### config.mk
export PLATFORM = sky130hd
export DESIGN_NAME = cpu_sequencer
export DESIGN_NICKNAME = d
export VERILOG_FILES = /design/src/rtl/cpu_sequencer.sv
export SDC_FILE = /design/constraint.sdc
export NUM_CORES = 1
export LEC_CHECK = 0
export ABC_CLOCK_PERIOD_IN_PS = 2700
export BUFFER_PORTS_ARGS = -buffer_cell sky130_fd_sc_hd__buf_2
export CORE_UTILIZATION = 25
export DETAILED_ROUTE_END_ITERATION = 8
export SLEW_MARGIN = 0
export SYNTH_ARGS = -nofsm -noshare
export SYNTH_HDL_FRONTEND = slang
export SYNTH_SLANG_ARGS = --single-unit
export TNS_END_PERCENT = 10
### constraint.sdc
create_clock -name clk -period 2.7 [get_ports clk]
set_input_delay 0.405 -clock clk [delete_from_list [all_inputs] [get_ports clk]]
set_output_delay 0.405 -clock clk [all_outputs]
set_load 0.01 [all_outputs]
### src/rtl/cpu_sequencer.sv
// rtl/cpu_sequencer.sv - multi-cycle fetch/decode/execute sequencer for a small load/store CPU
// Instruction word: {opcode[31:27], rd[26:22], rs1[21:17], rs2[16:12], imm[11:0]}.
module cpu_sequencer #(
  parameter int DATA_WIDTH = 32,
  parameter int ADDR_WIDTH = 8
) (
  input  logic                  clk,
  input  logic                  reset,
  input  logic                  start,
  input  logic                  halt_req,
  input  logic [DATA_WIDTH-1:0] instr,
  input  logic                  eq,
  input  logic                  lt,
  input  logic                  mem_ready,
  output logic [ADDR_WIDTH-1:0] pc,
  output logic [4:0]            rd_addr,
  output logic [4:0]            rs1_addr,
  output logic [4:0]            rs2_addr,
  output logic [3:0]            alu_op,
  output logic [DATA_WIDTH-1:0] imm_out,
  output logic                  alu_src_imm,
  output logic                  reg_we,
  output logic                  wb_sel_mem,
  output logic                  mem_req,
  output logic                  mem_we,
  output logic [2:0]            state,
  output logic                  halted,
  output logic                  illegal
);

  typedef enum logic [2:0] {
    S_IDLE   = 3'd0,
    S_FETCH  = 3'd1,
    S_DECODE = 3'd2,
    S_EXEC   = 3'd3,
    S_MEM    = 3'd4,
    S_WB     = 3'd5,
    S_HALT   = 3'd6
  } state_t;

  state_t                state_q, state_d;
  logic [ADDR_WIDTH-1:0] pc_q, pc_d;
  logic [DATA_WIDTH-1:0] ir_q, ir_d;
  logic                  illegal_q, illegal_d;

  logic [4:0] opcode;
  logic       is_nop, is_alu, is_load, is_store, taken;
  state_t     boundary;

  assign opcode   = ir_q[31:27];
  assign is_nop   = (ir_q == '0);
  assign is_alu   = ~opcode[4];
  assign is_load  = (opcode == 5'h10);
  assign is_store = (opcode == 5'h11);
  assign boundary = halt_req ? S_IDLE : S_FETCH;

  always_comb begin
    taken = 1'b0;
    case (opcode)
      5'h12:   taken = 1'b1;
      5'h13:   taken = eq;
      5'h14:   taken = ~eq;
      5'h15:   taken = lt;
      5'h16:   taken = ~lt & ~eq;
      5'h17:   taken = ~lt;
      5'h18:   taken = lt | eq;
      default: taken = 1'b0;
    endcase
  end

  always_ff @(posedge clk or posedge reset) begin
    if (reset) begin
      state_q   <= S_IDLE;
      pc_q      <= '0;
      ir_q      <= '0;
      illegal_q <= 1'b0;
    end else begin
      state_q   <= state_d;
      pc_q      <= pc_d;
      ir_q      <= ir_d;
      illegal_q <= illegal_d;
    end
  end

  always_comb begin
    state_d   = state_q;
    pc_d      = pc_q;
    ir_d      = ir_q;
    illegal_d = illegal_q;
    case (state_q)
      S_IDLE:   if (start) state_d = S_FETCH;
      S_FETCH: begin
        ir_d    = instr;
        state_d = S_DECODE;
      end
      S_DECODE: begin
        if (opcode >= 5'h19) begin
          state_d   = S_HALT;
          illegal_d = 1'b1;
        end else begin
          state_d = S_EXEC;
        end
      end
      S_EXEC: begin
        // The only place pc moves, so each instruction advances it exactly once.
        pc_d = taken ? ir_q[ADDR_WIDTH-1:0] : pc_q + ADDR_WIDTH'(1);
        if (is_alu && !is_nop)       state_d = S_WB;
        else if (is_load || is_store) state_d = S_MEM;
        else                          state_d = boundary;
      end
      S_MEM:    if (mem_ready) state_d = is_load ? S_WB : boundary;
      S_WB:     state_d = boundary;
      S_HALT:   state_d = S_HALT;
      default:  state_d = S_IDLE;
    endcase
  end

  // Strobes decode straight from state so an async reset drops them at once.
  assign pc          = pc_q;
  assign rd_addr     = ir_q[26:22];
  assign rs1_addr    = ir_q[21:17];
  assign rs2_addr    = ir_q[16:12];
  assign alu_op      = is_alu ? opcode[3:0] : 4'b0000;
  assign imm_out     = {{(DATA_WIDTH-12){ir_q[11]}}, ir_q[11:0]};
  assign alu_src_imm = is_alu ? ((ir_q[16:12] == 5'd0) && (ir_q[11:0] != 12'd0))
                              : (is_load || is_store);
  assign reg_we      = (state_q == S_WB);
  assign wb_sel_mem  = (state_q == S_WB) && is_load;
  assign mem_req     = (state_q == S_MEM);
  assign mem_we      = (state_q == S_MEM) && is_store;
  assign state       = state_q;
  assign halted      = (state_q == S_HALT);
  assign illegal     = illegal_q;

endmodule

==> metrics.md <==
| Metric | Value |
|---|---|
| Post_cts resized | `0` |
| Max VDD drop | `0.322 mV` |
| Antenna Cells | `0` |
| Pwr Density | `1230 nW/um^2` |
| Status | `finished clean` |
| CP max stage cell | `or4_1` |
| TritonCTS Buffers | `5` |
| Die Wd | `104 um` |
| Synthesized area | `2620 um^2` |
| R2R depth | `5` |
| Share of post-route cells with drive strength above 1 | `0.518` |
| Vias per inst | `4.47` |
| Clk pwr share | `0.106` |
| Clock Latency Late Sink | `0.29 ns` |
| Sw power | `1570 uW` |
| Top Layer Used | `met4` |
| Pint | `2130 uW` |
| Root buffer cell | `clkbuf_8` |
| Fin crit share | `0.793` |
| Commonest cells after routing, fill and taps aside | `buf_2, dfrtp_1, mux2_2` |
| Largest net degree at the start of global routing | `45` |
| Worst-Margin Slew | `0.947 ns` |
| HP Class | `primary input to asynchronous set/reset pin` |
| Final wirelength | `5.94 mm` |
| Critical path required time | `2.30 ns` |
| Fillers | `1073` |
| Avg Inst Size Synth | `10.4 um^2` |
| WL met1 | `2.68 mm` |
| CTS tree | `built` |
| Async S/R FF share, synth | `1.00` |
| Total Nets Final | `351` |
| GPL Wtd Cong | `0.795` |
| Max_cap viols | `0` |
| Crit-path max cell delay | `0.60 ns` |
| Initial Util | `0.256` |
| Switching share of power | `0.425` |
| CTS H-tree depth | `2` |
| Core ar. | `10200 um^2` |
| Number of cells in the finished layout apart from fillers | `447` |
| Worst hold slack | `0.329 ns` |
| Gr usage total | `0.113` |
| Clock skew | `0.00788 ns` |
| Met3 wire length | `234 um` |
| Worst Path Arrival | `1.74 ns` |
| Commonest non-fill, non-tap cell in the layout | `buf_2` |
| Worst path cell trace | `or4_1 > o41ai_1 > buf_2` |
| Final setup TNS | `0 ns` |
| Final setup fails | `0` |
| Grt ovf | `0` |
| Lkg Pwr | `0.00145 uW` |
| Post-CTS Setup Bufs | `0` |
| Critical path class | `flip-flop to output port` |
| R2R Setup Slk | `0.83 ns` |
| Rows | `37` |
| Flop pwr share | `0.384` |
| First-pass GRT wire length | `9.83 mm` |
| Clock tree buffer depth | `2` |
| Placed insts | `440` |
| Critical R2R Capture | `pc[0]$_DFFE_PP0P_` |
| Routed wl met2 | `2.95 mm` |
| Die Y | `104 um` |
| EDFF count, synth | `0` |
| CP Capture Type | `output port` |
| Final Total Pwr | `3700 uW` |
| Worst-path fanout max | `3` |
| CP Launch Type | `flip-flop` |
| Register area share after synthesis | `0.420` |
| IO Pins | `108` |
| Routed length per instance | `13.3 um` |
| DRC violations left | `0` |
| Unrepaired setup endpoints after global routing | `no` |
| DRT antenna net count | `0` |
| Vias in the first global route | `1871` |
| Area delta synth->final | `14.8%` |
| DPL Wire Length | `4.44 mm` |
| Part of the power in combinational logic | `0.509` |
| IO buf count | `107` |
| Die ar. | `10900 um^2` |
| Hold-fix buffers, CTS | `0` |
| Cell count after synthesis | `253` |
| Pins Over Slew Limit | `0` |
| Clock-pin slew on the worst setup and hold paths | `0.08 ns` |
| Drt pass-1 iters | `4` |
| Fmax | `467 MHz` |
| CTS sink cnt | `44` |
| Post-Syn Nets | `293` |
| Min cycle time layout | `2.14 ns` |
| #FFs+latches synth | `44` |
| Top_reg_cell synth | `dfrtp_1` |
| Yosys Warn Count | `0` |
| Hold Fails Final Rpt | `0` |
| Slew headroom | `0.368` |
| Initial DRC count | `70` |
| Unique masters post-synth | `49` |
| R2R Path Start | `ir_q[31]$_DFFE_PP0N_` |
| Initial antenna violation count | `0` |
| Via count | `1997` |
-- flip-flops by register name, summed over array words and instances, names as in the netlist --
| name | cells |
|---|---|
| state | 3 |
| illegal | 1 |
| ir_q | 32 |
| pc | 8 |
-- worst max path at each step --
stage,end,slack [ns],from,depth (start not counted)
final,alu_src_imm,0.56,ir_q[13]$_DFFE_PP0N_,3
after floorplan,alu_src_imm,0.91,ir_q[11]$_DFFE_PP0N_,3
after detailed placement,pc[0]$_DFFE_PP0P_,0.85,ir_q[31]$_DFFE_PP0N_,5
after global routing,alu_src_imm,0.40,ir_q[11]$_DFFE_PP0N_,4
after CTS,alu_src_imm,0.53,ir_q[13]$_DFFE_PP0N_,3
after global placement,alu_src_imm,0.88,ir_q[13]$_DFFE_PP0N_,3
-- per-layer routing --
layer,up-vias,GRT usage
li1,967,-
met4,0,0.0398
met2,51,0.183
met5,-,0
met1,973,0.149
met3,6,0.0232
-- cell families (layout without fill, tap and decap cells) --
logic type               after synthesis  count (layout)  share of synthesized area
AO/OA/AOI/OAI                         36              36                      0.105
XOR/XNOR                               1               1                    0.00334
adder cells (fa/ha/maj)                1               1                    0.00477
buffers and inverters                 64             122                      0.170
flip-flops                            44              44                      0.420
multiplexers                          31              31                      0.133
AND/OR/NAND/NOR                       76              76                      0.164
-- Yosys cell counts (3+ instances only) --
cell	instances	area (um^2)
buf_4	48	360
dfrtp_1	44	1100
mux2_2	31	349
nand2_1	22	82.6
o211ai_1	10	75.1
nor2_1	8	30.0
buf_2	7	35.0
a211o_1	6	52.6
nor4_1	5	31.3
o21ai_0	5	25.0
or3_1	5	31.3
inv_1	4	15.0
nand3_1	4	20.0
nor2b_1	4	25.0
nor3_1	4	20.0
a21o_1	3	22.5
and3_1	3	18.8
or4_1	3	22.5
-- metrics by stage --
step / util / worst slack, ns / area (um^2)
CTS: 0.294 / 0.526 / 3010
detailed placement: 0.286 / 0.849 / 2930
floorplan: - / 0.906 / 2620
global placement: 0.286 / 0.885 / 2930
global route: 0.294 / 0.402 / 3010
finish: 0.294 / 0.559 / 3010
-- worst max-delay path: cells and delay by family (launching register included) --
| kind | cells | cell delay (ns) |
|---|---|---|
| AO/OA/AOI/OAI | 1 | 0.27 |
| flip-flops | 1 | 0.39 |
| buffers and inverters | 1 | 0.20 |
| AND/OR/NAND/NOR | 1 | 0.60 |
-- power groups by stage --
| stage | sequential (uW) | clock, uW | combinational [uW] |
|---|---|---|---|
| 6_report | 1420 | 392 | 1880 |
| 4_1_cts | 1430 | 419 | 1910 |
| 2_1_floorplan | 1290 | 0 | 1820 |
| 3_3_place_gp | 1420 | 0 | 1890 |
| 5_1_grt | 1500 | 447 | 2090 |
| 3_5_place_dp | 1450 | 0 | 1910 |
-- area by class of cell --
class	instances	area (um^2)	share of cell area
tap	136	170	0.0566
multi-input combinational	145	1080	0.360
sequential	44	1100	0.366
inverter	5	18.8	0.00624
clock buffer	6	72.6	0.0241
timing repair buffer	110	558	0.186
clock inverter	1	5.00	0.00166
No activity file was read; power rests on OpenSTA's default activity.
